$ cat src/rtl/timer_sched_pkg.sv
// Shared types and sizing helpers for the timer scheduler.
// The FSM state encoding and the grant-index width rule live here so the top and the arbiter agree.
package timer_sched_pkg;

   typedef enum logic {
      IDLE  = 1'b0,
      COUNT = 1'b1
   } state_t;

   localparam int DEF_NUM_REQ    = 4;
   localparam int DEF_CNTR_WIDTH = 4;

   // Keep the index at least one bit wide, even for degenerate requester counts.
   function automatic int idw_of(input int n);
      return (n > 1) ? $clog2(n) : 1;
   endfunction

endpackage

$ cat src/rtl/timer_sched_rr_arbiter.sv
// Round-robin arbiter: picks the first requester at or above the pointer, wrapping at NUM_REQ.
// The pointer moves past the winner only when the grant is actually taken (i_adv).
module rr_arbiter
   import timer_sched_pkg::*;
#(
   parameter int NUM_REQ = DEF_NUM_REQ,
   parameter int IDW     = idw_of(NUM_REQ)
) (
   input  logic               i_clk,
   input  logic               i_rst,
   input  logic [NUM_REQ-1:0] i_req,
   input  logic               i_en,
   input  logic               i_adv,
   output logic [NUM_REQ-1:0] o_grant,
   output logic [IDW-1:0]     o_idx
);

   logic [IDW-1:0] r_ptr;
   logic [IDW:0]   w_scan;
   logic [IDW-1:0] w_sel;
   logic           w_found;

   // The scan index is one bit wider so the wrap compare never overflows.
   always_comb begin
      w_scan  = '0;
      w_sel   = '0;
      w_found = 1'b0;
      for (int k = 0; k < NUM_REQ; k++) begin
         w_scan = {1'b0, r_ptr} + (IDW+1)'(k);
         if (w_scan >= (IDW+1)'(NUM_REQ)) begin
            w_scan = w_scan - (IDW+1)'(NUM_REQ);
         end
         if (!w_found && i_req[w_scan[IDW-1:0]]) begin
            w_found = 1'b1;
            w_sel   = w_scan[IDW-1:0];
         end
      end
   end

   assign o_grant = (i_en && w_found) ? (NUM_REQ'(1) << w_sel) : '0;
   assign o_idx   = w_sel;

   always_ff @(posedge i_clk) begin
      if (i_rst) begin
         r_ptr <= '0;
      end else if (i_adv) begin
         r_ptr <= (w_sel == IDW'(NUM_REQ - 1)) ? '0 : w_sel + IDW'(1);
      end
   end

endmodule

$ cat src/rtl/timer_sched.sv
// Shares one interval counter between NUM_REQ requesters; one job at a time, round-robin granted.
//   state | meaning
//   IDLE  | no job; arbiter may accept one request this cycle
//   COUNT | job running, counter climbing toward the latched terminal count
module timer_sched
   import timer_sched_pkg::*;
#(
   parameter int NUM_REQ    = DEF_NUM_REQ,
   parameter int CNTR_WIDTH = DEF_CNTR_WIDTH,
   parameter int IDW        = idw_of(NUM_REQ)
) (
   input  logic                                i_clk,
   input  logic                                i_rst,
   input  logic [NUM_REQ-1:0]                  i_req_valid,
   input  logic [NUM_REQ-1:0][CNTR_WIDTH-1:0]  i_req_len,
   output logic [NUM_REQ-1:0]                  o_req_ready,
   input  logic                                i_abort,
   output logic [NUM_REQ-1:0]                  o_done,
   output logic                                o_busy,
   output logic [IDW-1:0]                      o_grant_id,
   output logic [CNTR_WIDTH-1:0]               o_cntr
);

   state_t                r_state;
   state_t                w_state_nxt;
   logic [CNTR_WIDTH-1:0] r_cntr;
   logic [CNTR_WIDTH-1:0] r_len_q;
   logic [IDW-1:0]        r_grant_id;
   logic [NUM_REQ-1:0]    w_grant;
   logic [IDW-1:0]        w_arb_idx;
   logic                  w_arb_en;
   logic                  w_accept;
   logic                  w_at_len;
   logic                  w_done_fire;

   assign w_arb_en = (r_state == IDLE) && !i_rst;
   assign w_accept = |w_grant;

   rr_arbiter #(
      .NUM_REQ (NUM_REQ),
      .IDW     (IDW)
   ) u_arb (
      .i_clk   (i_clk),
      .i_rst   (i_rst),
      .i_req   (i_req_valid),
      .i_en    (w_arb_en),
      .i_adv   (w_accept),
      .o_grant (w_grant),
      .o_idx   (w_arb_idx)
   );

   assign w_at_len    = (r_cntr == r_len_q);
   // Abort beats a coincident terminal count; reset suppresses everything.
   assign w_done_fire = (r_state == COUNT) && w_at_len && !i_abort && !i_rst;

   always_comb begin
      w_state_nxt = r_state;
      unique case (r_state)
         IDLE:  if (w_accept)             w_state_nxt = COUNT;
         COUNT: if (i_abort || w_at_len)  w_state_nxt = IDLE;
         default:                         w_state_nxt = IDLE;
      endcase
   end

   always_ff @(posedge i_clk) begin
      if (i_rst) begin
         r_state    <= IDLE;
         r_cntr     <= '0;
         r_len_q    <= '0;
         r_grant_id <= '0;
      end else begin
         r_state <= w_state_nxt;
         if (w_accept) begin
            r_len_q    <= i_req_len[w_arb_idx];
            r_grant_id <= w_arb_idx;
            r_cntr     <= '0;
         end else if (r_state == COUNT && !i_abort && !w_at_len) begin
            r_cntr <= r_cntr + CNTR_WIDTH'(1);
         end
      end
   end

   assign o_req_ready = w_grant;
   assign o_done      = w_done_fire ? (NUM_REQ'(1) << r_grant_id) : '0;
   assign o_busy      = (r_state == COUNT);
   assign o_grant_id  = r_grant_id;
   assign o_cntr      = r_cntr;

endmodule
$ cat config.mk
export PLATFORM = sky130hd
export DESIGN_NAME = timer_sched
export DESIGN_NICKNAME = d
export VERILOG_FILES = /design/src/rtl/timer_sched_pkg.sv /design/src/rtl/timer_sched_rr_arbiter.sv /design/src/rtl/timer_sched.sv
export SDC_FILE = /design/constraint.sdc
export NUM_CORES = 1
export LEC_CHECK = 0
export ABC_CLOCK_PERIOD_IN_PS = 3000
export CORE_MARGIN = 1.5
export CORE_UTILIZATION = 43
export DETAILED_ROUTE_END_ITERATION = 16
export GPL_TIMING_DRIVEN = 1
export PLACE_DENSITY = 0.77
export SLEW_MARGIN = 5
export SYNTH_ARGS = -nofsm -noshare
export SYNTH_HDL_FRONTEND = slang
export SYNTH_SLANG_ARGS = --single-unit
$ cat constraint.sdc
create_clock -name i_clk -period 3 [get_ports i_clk]
set_input_delay 0.75 -clock i_clk [delete_from_list [all_inputs] [get_ports i_clk]]
set_output_delay 0.75 -clock i_clk [all_outputs]
set_load 0.01 [all_outputs]
==> flow_metrics.env <==
export IMPL_status="completed"
export IMPL_fmax_ghz=0.3445
export IMPL_fp_dieW_um=51.25
export IMPL_cts_sinks=13
export IMPL_die_area_um2=2626
export IMPL_syn_inst=110
export IMPL_cts_buffer_depth=2
export IMPL_final_common_cell="clkdlybuf4s50_1"
export IMPL_most_common_layout_cells="clkdlybuf4s50_1 (25), buf_4 (22), dfxtp_1 (13), dlygate4sd2_1 (9), a211oi_1 (8)"
export IMPL_ys_ff_latch=13
export IMPL_dpl_instance_area_um2=1486
export IMPL_core_area_um2=2212
export IMPL_crit_path_end_kind="output pin"
export IMPL_synth_nets=136
export IMPL_hold_path_class="reg -> reg"
export IMPL_final_cell_area_um2=1544
export IMPL_yosysSeqAreaShare_pct=26.00
export IMPL_drive_gt1_share_pct=29.76
export IMPL_drtIter0Drc=11
export IMPL_cts_clk_slew_worst_paths_ns=0.08
export IMPL_setup_tns_final_ns=0
export IMPL_routabilityCongestion=0.7634
export IMPL_die_y_um=51.25
export IMPL_p_leak_nw=0.6427
export IMPL_io_pins=38
export IMPL_fin_cells=196
export IMPL_clk_insertion_delay_late_ns=0.27
export IMPL_tightest_slew_ns=0.4239
export IMPL_grt_pass1_vias=1059
export IMPL_critical_path_class="in -> out"
export IMPL_fin_crit_ns=2.903
export IMPL_finalCritPeriodShare_pct=96.76
export IMPL_met3_usage_pct=2.632
export IMPL_cts_buffers=3
export IMPL_viasPerCell=5.352
export IMPL_setup_violations=0
export IMPL_finalMaxSlewViolations=0
export IMPL_synth_flop_cell="dfxtp_1"
export IMPL_syn_area_um2=1001
export IMPL_startpoint_type="input port"
export IMPL_crit_required_ns=2.25
export IMPL_grt_use_met2_pct=45.89
export IMPL_synth_edf_count=0
export IMPL_antenna_cells=0
export IMPL_maxCapViolations=0
export IMPL_dp_hpwl_mm=2.165
export IMPL_place_ws_ns=-0.4081
export IMPL_synth_cell_type_count=44
export IMPL_crit_fanout=5
export IMPL_synth_warnings=0
export IMPL_ys_async_sr_fraction_pct=0
export IMPL_routedWlPerCell_um=14.38
export IMPL_initial_utilization_pct=45.25
export IMPL_rsz0062_at_grt="no"
export IMPL_dr_pass1_iters=4
export IMPL_synth_area_per_cell_um2=9.100
export IMPL_placed_cells=187
export IMPL_use_met1_pct=25.62
export IMPL_antenna_found_initial=0
export IMPL_max_stage_delay_ns=0.46
export IMPL_rows=17
export IMPL_worstPathArrival_ns=2.15
export IMPL_slowest_stage="clkdlybuf4s50_1"
export IMPL_syn_to_final_growth_pct=54.25
export IMPL_cts_tree="done"
export IMPL_grt_overflow=0
export IMPL_fin_skew_ns=0.001539
export IMPL_port_buffers=37
export IMPL_grt_pass1_wl_mm=4.685
export IMPL_peakVddDrop_mv=0.3108
export IMPL_nets=195
export IMPL_postCtsHoldBufs=0
export IMPL_grt_start_max_net_pins=15
export IMPL_critical_path_buf_inv_count=3
export IMPL_finalHoldViolCount=0
export IMPL_totalWireLength_mm=2.818
export IMPL_crit_family="buffers and inverters"
export IMPL_ant_nets=0
export IMPL_root_buffer="clkbuf_4"
export IMPL_layout_setup_ws_ns=0.09731
export IMPL_power_density_nw_per_um2=439.2
export IMPL_top_usage_layer="met2"
export IMPL_drc=0
export IMPL_fin_util_pct=69.80
export IMPL_path_cells="clkdlybuf4s50_1 > nor3_4 > nand4_1 > buf_4 > nor2_2 > dlygate4sd2_1"
export IMPL_vias=1049
export IMPL_grt_total_usage_pct=23.11
export IMPL_maxSlewHeadroom_pct=71.50
export IMPL_htree_levels=1
[cells by family (layout without fill, tap and decap cells)]
| kind of cell | Yosys count | in the layout | share of synthesized area, % |
|---|---|---|---|
| AOI/OAI and AO/OA | 30 | 30 | 23.25 |
| xor gates and xnor gates | 7 | 7 | 6.125 |
| adders and majority gates | 3 | 3 | 3.750 |
| buffers and inverters | 8 | 66 | 5.874 |
| DFF | 13 | 13 | 26.00 |
| muxes | 2 | 2 | 2.500 |
| and+or+nand+nor | 47 | 47 | 32.50 |
[timing repair]
action / CTS / global route
gates resized for setup: 14 / 8
setup endpoints to repair: 8 / 3
pin swaps: 4 / 1
buffers inserted: 5 / 0
[worst paths after layout]
kind | start | to | slack, ns | cells past startpoint
worst max-delay path | i_rst | o_req_ready[1] | 0.1 | 6
worst min register to register | u_arb.r_ptr[0] | u_arb.r_ptr[0] | 0.53 | 2
worst min-delay path | u_arb.r_ptr[0] | u_arb.r_ptr[0] | 0.53 | 2
worst max register to register | u_arb.r_ptr[1] | o_cntr[0] | 0.65 | 10
[per-layer routing]
| layer | vias up | wire (um) |
|---|---|---|
| met4 | 0 | 4 |
| met1 | 483 | 1147 |
| met3 | 2 | 142 |
| met5 | - | 0 |
| met2 | 33 | 1525 |
| li1 | 531 | - |
[state kept, by name, indices dropped and copies added (netlist names)]
signal       flops
o_grant_id       2
o_cntr           4
u_arb.r_ptr      2
r_len_q          4
o_busy           1
[synthesized netlist by cell type, types with 2 or more instances]
| cell | count | area [um^2] |
|---|---|---|
| dfxtp_1 | 13 | 260.3 |
| a211oi_1 | 8 | 60.06 |
| and4_1 | 7 | 61.31 |
| nor3_1 | 6 | 30.03 |
| o21ai_0 | 6 | 30.03 |
| a21oi_1 | 5 | 25.02 |
| xnor2_1 | 5 | 43.79 |
| and2b_2 | 4 | 35.03 |
| nor2_1 | 4 | 15.01 |
| o31ai_1 | 4 | 30.03 |
| ha_1 | 3 | 37.54 |
| nand2_1 | 3 | 11.26 |
| nand2b_1 | 3 | 18.77 |
| nand4_1 | 3 | 18.77 |
| and2_1 | 2 | 12.51 |
| and3_1 | 2 | 12.51 |
| inv_1 | 2 | 7.510 |
| nand2_4 | 2 | 22.52 |
| nand3_1 | 2 | 10.01 |
| xor2_1 | 2 | 17.52 |
[per-stage QoR]
stage	hold slack, ns	power, mW
CTS	0.5258	0.6724
detailed placement	0.5116	0.5541
global placement	0.4962	0.5437
floorplan	0.4838	0.4254
finish	0.5305	0.6782
global route	0.5394	0.7195
[layout make-up]
type | instances | area (um^2)
repair buffers | 59 | 509.2
inverters | 3 | 11.26
clock buffers | 4 | 26.28
multi-input cells | 89 | 701.9
well taps | 28 | 35.03
fillers | 195 | 668.1
flip-flops and latches | 13 | 260.3
[worst reg2reg max path, delay by kind of cell, from the launching register on]
| family | cells | cell delay [ns] |
|---|---|---|
| AND/OR/NAND/NOR | 3 | 0.66 |
| AO/OA/AOI/OAI | 4 | 0.78 |
| flip-flops | 1 | 0.47 |
| buffers and inverters | 2 | 0.19 |
| adder cells (fa/ha/maj) | 1 | 0.17 |
[power by group]
group          leakage [nW]  total [mW]  internal (mW)  switching [mW]
Sequential            0.106       0.230          0.201          0.0288
Clock                0.0150       0.109         0.0515          0.0574
Combinational         0.521       0.340          0.177           0.163
Total                 0.643       0.678          0.429           0.249
Power figures use the tool's default switching activity.
==> patch 1 (same settings) <==
Set the package constant `DEF_CNTR_WIDTH` to 6 (it was 4).
--- a/src/rtl/timer_sched_pkg.sv
+++ b/src/rtl/timer_sched_pkg.sv
@@ -9,5 +9,5 @@
 
    localparam int DEF_NUM_REQ    = 4;
-   localparam int DEF_CNTR_WIDTH = 4;
+   localparam int DEF_CNTR_WIDTH = 6;
 
    // Keep the index at least one bit wide, even for degenerate requester counts.
Interface: changed (resized i_req_len and o_cntr); port bits go from 38 to 48. No check against the original RTL was run, so the function may have changed too.
==> patch 1 against the unedited design <==
- wire length increased by 8.9%
- worst setup slack got worse by 0.039 ns
- design area up 17%
- sequential cell count is 4 higher
- first-iteration DRC count grew 64%
- count of clock-buffer cells in the layout did not move
- fmax fell by 1.3%
- utilization is 3.2 points higher
- total power rose by 29%
- worst hold slack better by 0.025 ns
- area after synthesis grew 13%
==> patch 1: results (changes against the unedited design) <==
timing:
  min_period_over_period: 0.981  # +0.0131
  fin_hold_ws_ns: 0.556  # +0.0253 ns
  worst_pin_slew_ns: 0.404  # -0.0200 ns
  fin_skew_ns: 0.00246  # +0.000922 ns
synth:
  synth_compound_area_frac: 0.216  # -0.0164
  synthMuxAreaShare: 0.123  # +0.0985
  synthAdderAreaFrac: 0.0331  # -0.00442
  synthTopCellsByCount: "dfxtp_1 (17), mux2i_1 (14), o21ai_0 (9)"
  ys_seq_area_frac: 0.300  # +0.0399
  synth_nets: 164  # +21%
  synth_cell_type_count: 40  # -9.1%
  synth_area_um2: 1130  # +13%
  synth_cells: 130  # +18%
  yosys-top-cells-area: "dfxtp_1 (30%), mux2i_1 (12%), xor2_1 (5.4%)"
  yosys.area_share.xor_xnor: 0.0695  # +0.00821
cts:
  post-cts-setup-buffers: 1  # -4
  cts_resized: 25  # +11
  clock-sinks: 17  # +4
setup_path:
  reg2reg_to: "o_grant_id[1]"
  worstSetupStartpoint: "i_req_valid[3]"
  rrSetupSlack_ns: 0.73  # +0.08 ns
  cp.arrival_ns: 2.19  # +0.04 ns
  crit_path_end: "o_req_ready[2]"
  max_stage_delay_ns: 0.48  # +0.02 ns
  critPathMaxFanout: 4  # -1
global_route:
  met3_usage: 0.0246  # -0.00173
  grt_pass1_vias: 1230  # +16%
  grt_max_degree: 13  # -2
  use_met2: 0.452  # -0.00707
  grt_first_pass_wirelength_mm: 5.11  # +9.1%
  use_met1: 0.265  # +0.00877
  grtUsageTotal: 0.237  # +0.00582
cells_and_area:
  buffers: 66  # +12%
  nNonClkInverters: 6  # +3
  drive_gt1_frac: 0.218  # -0.0793
  multi_input_gates: 104  # +17%
  regArea_um2: 342  # +31%
  buffer_area_frac: 0.325  # -0.00479
  clock_area_frac: 0.0145  # -0.00250
  utilization: 0.730  # +0.0323
  multi_input_area_um2: 793  # +13%
  synthToLayoutAreaGrowth_pct: 59.4
  nFillCells: 217  # +11%
  fin_cells: 227  # +16%
placed_design:
  dpl_cell_area_um2: 1760  # +18%
  detailed_place_hpwl_mm: 2.40  # +11%
  placed_cells: 222  # +19%
  portBuffers: 47  # +27%
  pre_cts_slack_ns: -0.401  # +0.00663 ns
run_status:
  status: "complete, no violations"
drt:
  via_per_inst: 5.48  # +2.3%
  wl_met3_um: 169  # +19%
  wl_met2_mm: 1.60  # +4.7%
  drt-wirelength-per-cell_um: 13.5  # -6.0%
  met1_length_mm: 1.25  # +9.1%
  drtIter0Drc: 18  # +7
pwr:
  p_leak_nw: 0.791  # +23%
  vdd_drop_max_mv: 0.304  # -2.1%
patch 1: changes by cell type after synthesis, moves of 3 or more:
cell / unedited run / this run
mux2i_1: 1 / 14
o31ai_1: 4 / 1
xor2_1: 2 / 7
o221ai_1: 0 / 6
a211oi_1: 8 / 1
nor2_1: 4 / 8
dfxtp_1: 13 / 17
nand4_1: 3 / 0
and4_1: 7 / 1
inv_1: 2 / 5
xnor2_1: 5 / 2
o21ai_0: 6 / 9
nor2b_1: 0 / 6
and2b_2: 4 / 0
patch 1: report_power, final:
part           internal (W)  total [W]  switching (W)
registers          0.000268   0.000308      0.0000395
logic              0.000230   0.000449       0.000218
clock network     0.0000515   0.000119      0.0000677
patch 1: critical path, delay by kind of cell:
kind	cells	cell delay [ns]
AOI/OAI and AO/OA	1	0.07
adders and majority gates	1	0.18
buffers and inverters	4	0.82
and+or+nand+nor	2	0.35
==> patch 2 (same flow settings) <==
Made on the original files. Register the output `o_cntr` once more; this adds one clock of latency there. The other outputs are not delayed to match.
--- a/src/rtl/timer_sched.sv
+++ b/src/rtl/timer_sched.sv
@@ -85,5 +85,7 @@
    assign o_busy      = (r_state == COUNT);
    assign o_grant_id  = r_grant_id;
-   assign o_cntr      = r_cntr;
+   always_ff @(posedge i_clk) begin
+      o_cntr <= r_cntr;
+   end
 
 endmodule
Function: changed (a bounded check fails within 4 cycles, from zero or initial values and one cycle with i_rst high).
==> patch 2 against the unedited design <==
- via count fell by 2.6%
- first-iteration DRC count fell by 45%
- design area rose by 2.7%
- global-route usage fell by 0.21 points
- clock power rose by 8%
- critical path depth rose by 2
- wire length fell by 8.6%
- sequential cell count rose by 4
- die area fell by 5.4%
- fmax fell by 1.8%
- worst setup slack got worse by 0.053 ns
- clock skew rose by 0.0068 ns
- total power rose by 64%
- area after synthesis fell by 5.7%
- highest routed layer unchanged
==> patch 2: results (changes against the unedited design) <==
drt:
  drt-pass1-iter-count: 5  # +1
  drtIter0Drc: 6  # -5
  drt_wl_total_mm: 2.58  # -8.6%
  via_per_inst: 5.30  # -1.1%
  wl_met2_mm: 1.26  # -17%
  met1_length_mm: 1.16  # +0.87%
  wl_met3_um: 148  # +4.2%
cts:
  numCtsBuffers: 3  # unchanged
  clock_latency_ns: 0.29  # +0.02 ns
  post-cts-setup-buffers: 3  # -2
  cts_resized: 26  # +12
  clock-sinks: 17  # +4
timing:
  worst_pin_slew_ns: 0.405  # -0.0194 ns
  fin_crit_ns: 2.96  # +0.0525 ns
  fin_skew_ns: 0.00838  # +0.00684 ns
synth:
  synthAdderAreaFrac: 0.0398  # +0.00229
  synth_compound_area_frac: 0.156  # -0.0760
  yosys-top-cells-area: "dfxtp_1 (36%), mux2i_1 (11%), nand3_1 (4.2%)"
  synthTopCellsByCount: "dfxtp_1 (17), mux2i_1 (10), nand3_1 (8)"
  ys_seq_area_frac: 0.361  # +0.101
  async_flop_share: 0  # unchanged
  synth_cells: 101  # -8.2%
  yosys.area_share.xor_xnor: 0.0557  # -0.00555
  synth_nets: 127  # -6.6%
  synth_cell_type_count: 35  # -20%
  synthMuxAreaShare: 0.106  # +0.0811
setup_path:
  cp_top_family: "buffers and inverters"
  worstSetupStartpoint: "i_req_valid[2]"
  cp.arrival_ns: 2.21  # +0.06 ns
  critPathMaxFanout: 5  # unchanged
  crit_path_top_delay_cell: "dlygate4sd2_1"
  max_stage_delay_ns: 0.27  # -0.19 ns
  rrSetupSlack_ns: 0.42  # -0.23 ns
placed_design:
  pre_cts_slack_ns: -0.533  # -0.125 ns
  placed_cells: 183  # -2.1%
  portBuffers: 37  # unchanged
  gp_congestion: 0.916  # +20%
  detailed_place_hpwl_mm: 1.96  # -9.4%
min_path:
  hp-start: "r_cntr[3]"
cells_and_area:
  top_regs: "o_cntr (4), r_cntr (4), r_len_q (4)"
  drive_gt1_frac: 0.277  # -0.0205
  fin_cells: 193  # -1.5%
pwr:
  p_leak_nw: 0.694  # +8.0%
  vdd_drop_max_mv: 0.500  # +61%
  power_switching_w: 0.000433  # +74%
  power_frac_seq: 0.319  # -0.020
  power_w: 0.00111  # +64%
  comb_power_share: 0.575  # +0.074
global_route:
  met3_usage: 0.0697  # +0.0434
  use_met2: 0.396  # -0.0633
  grtUsageTotal: 0.229  # -0.00210
  grt_first_pass_wirelength_mm: 4.38  # -6.5%
  antenna_found_initial: 0  # unchanged
  grt_pass1_vias: 1044  # -1.4%
  grt_max_degree: 10  # -5
  use_met1: 0.275  # +0.0192
run_status:
  status: "complete, no violations"
[patch 2: cell count changes after synthesis, moves of 6 or more]
cell      unedited run  this run
mux2i_1              1        10
a211oi_1             8         0
nand3_1              2         8
and4_1               7         0
[patch 2: worst paths after layout]
path         cells after the start              to
max                              8  o_req_ready[2]
min                              0       o_cntr[3]
max reg2reg                     10      r_len_q[0]
min reg2reg                      0       o_cntr[3]
[patch 2: area by class of cell]
type / count / area [um2]
clock buffers: 4 / 26.3
fillers: 142 / 437
inverters: 5 / 18.8
multi-input cells: 78 / 618
flip-flops and latches: 17 / 340
well taps: 27 / 33.8
repair buffers: 62 / 548
[patch 2: metrics by stage]
| step | hold WS, ns | cell area [um2] | TNS, ns |
|---|---|---|---|
| CTS | 0.403 | 1530 | -0.142 |
| finish | 0.401 | 1590 | 0 |
| floorplan | 0.369 | 943 | 0 |
| global route | 0.420 | 1590 | -0.0464 |
| global placement | 0.387 | 1480 | -2.93 |
| detailed placement | 0.390 | 1480 | -3.74 |
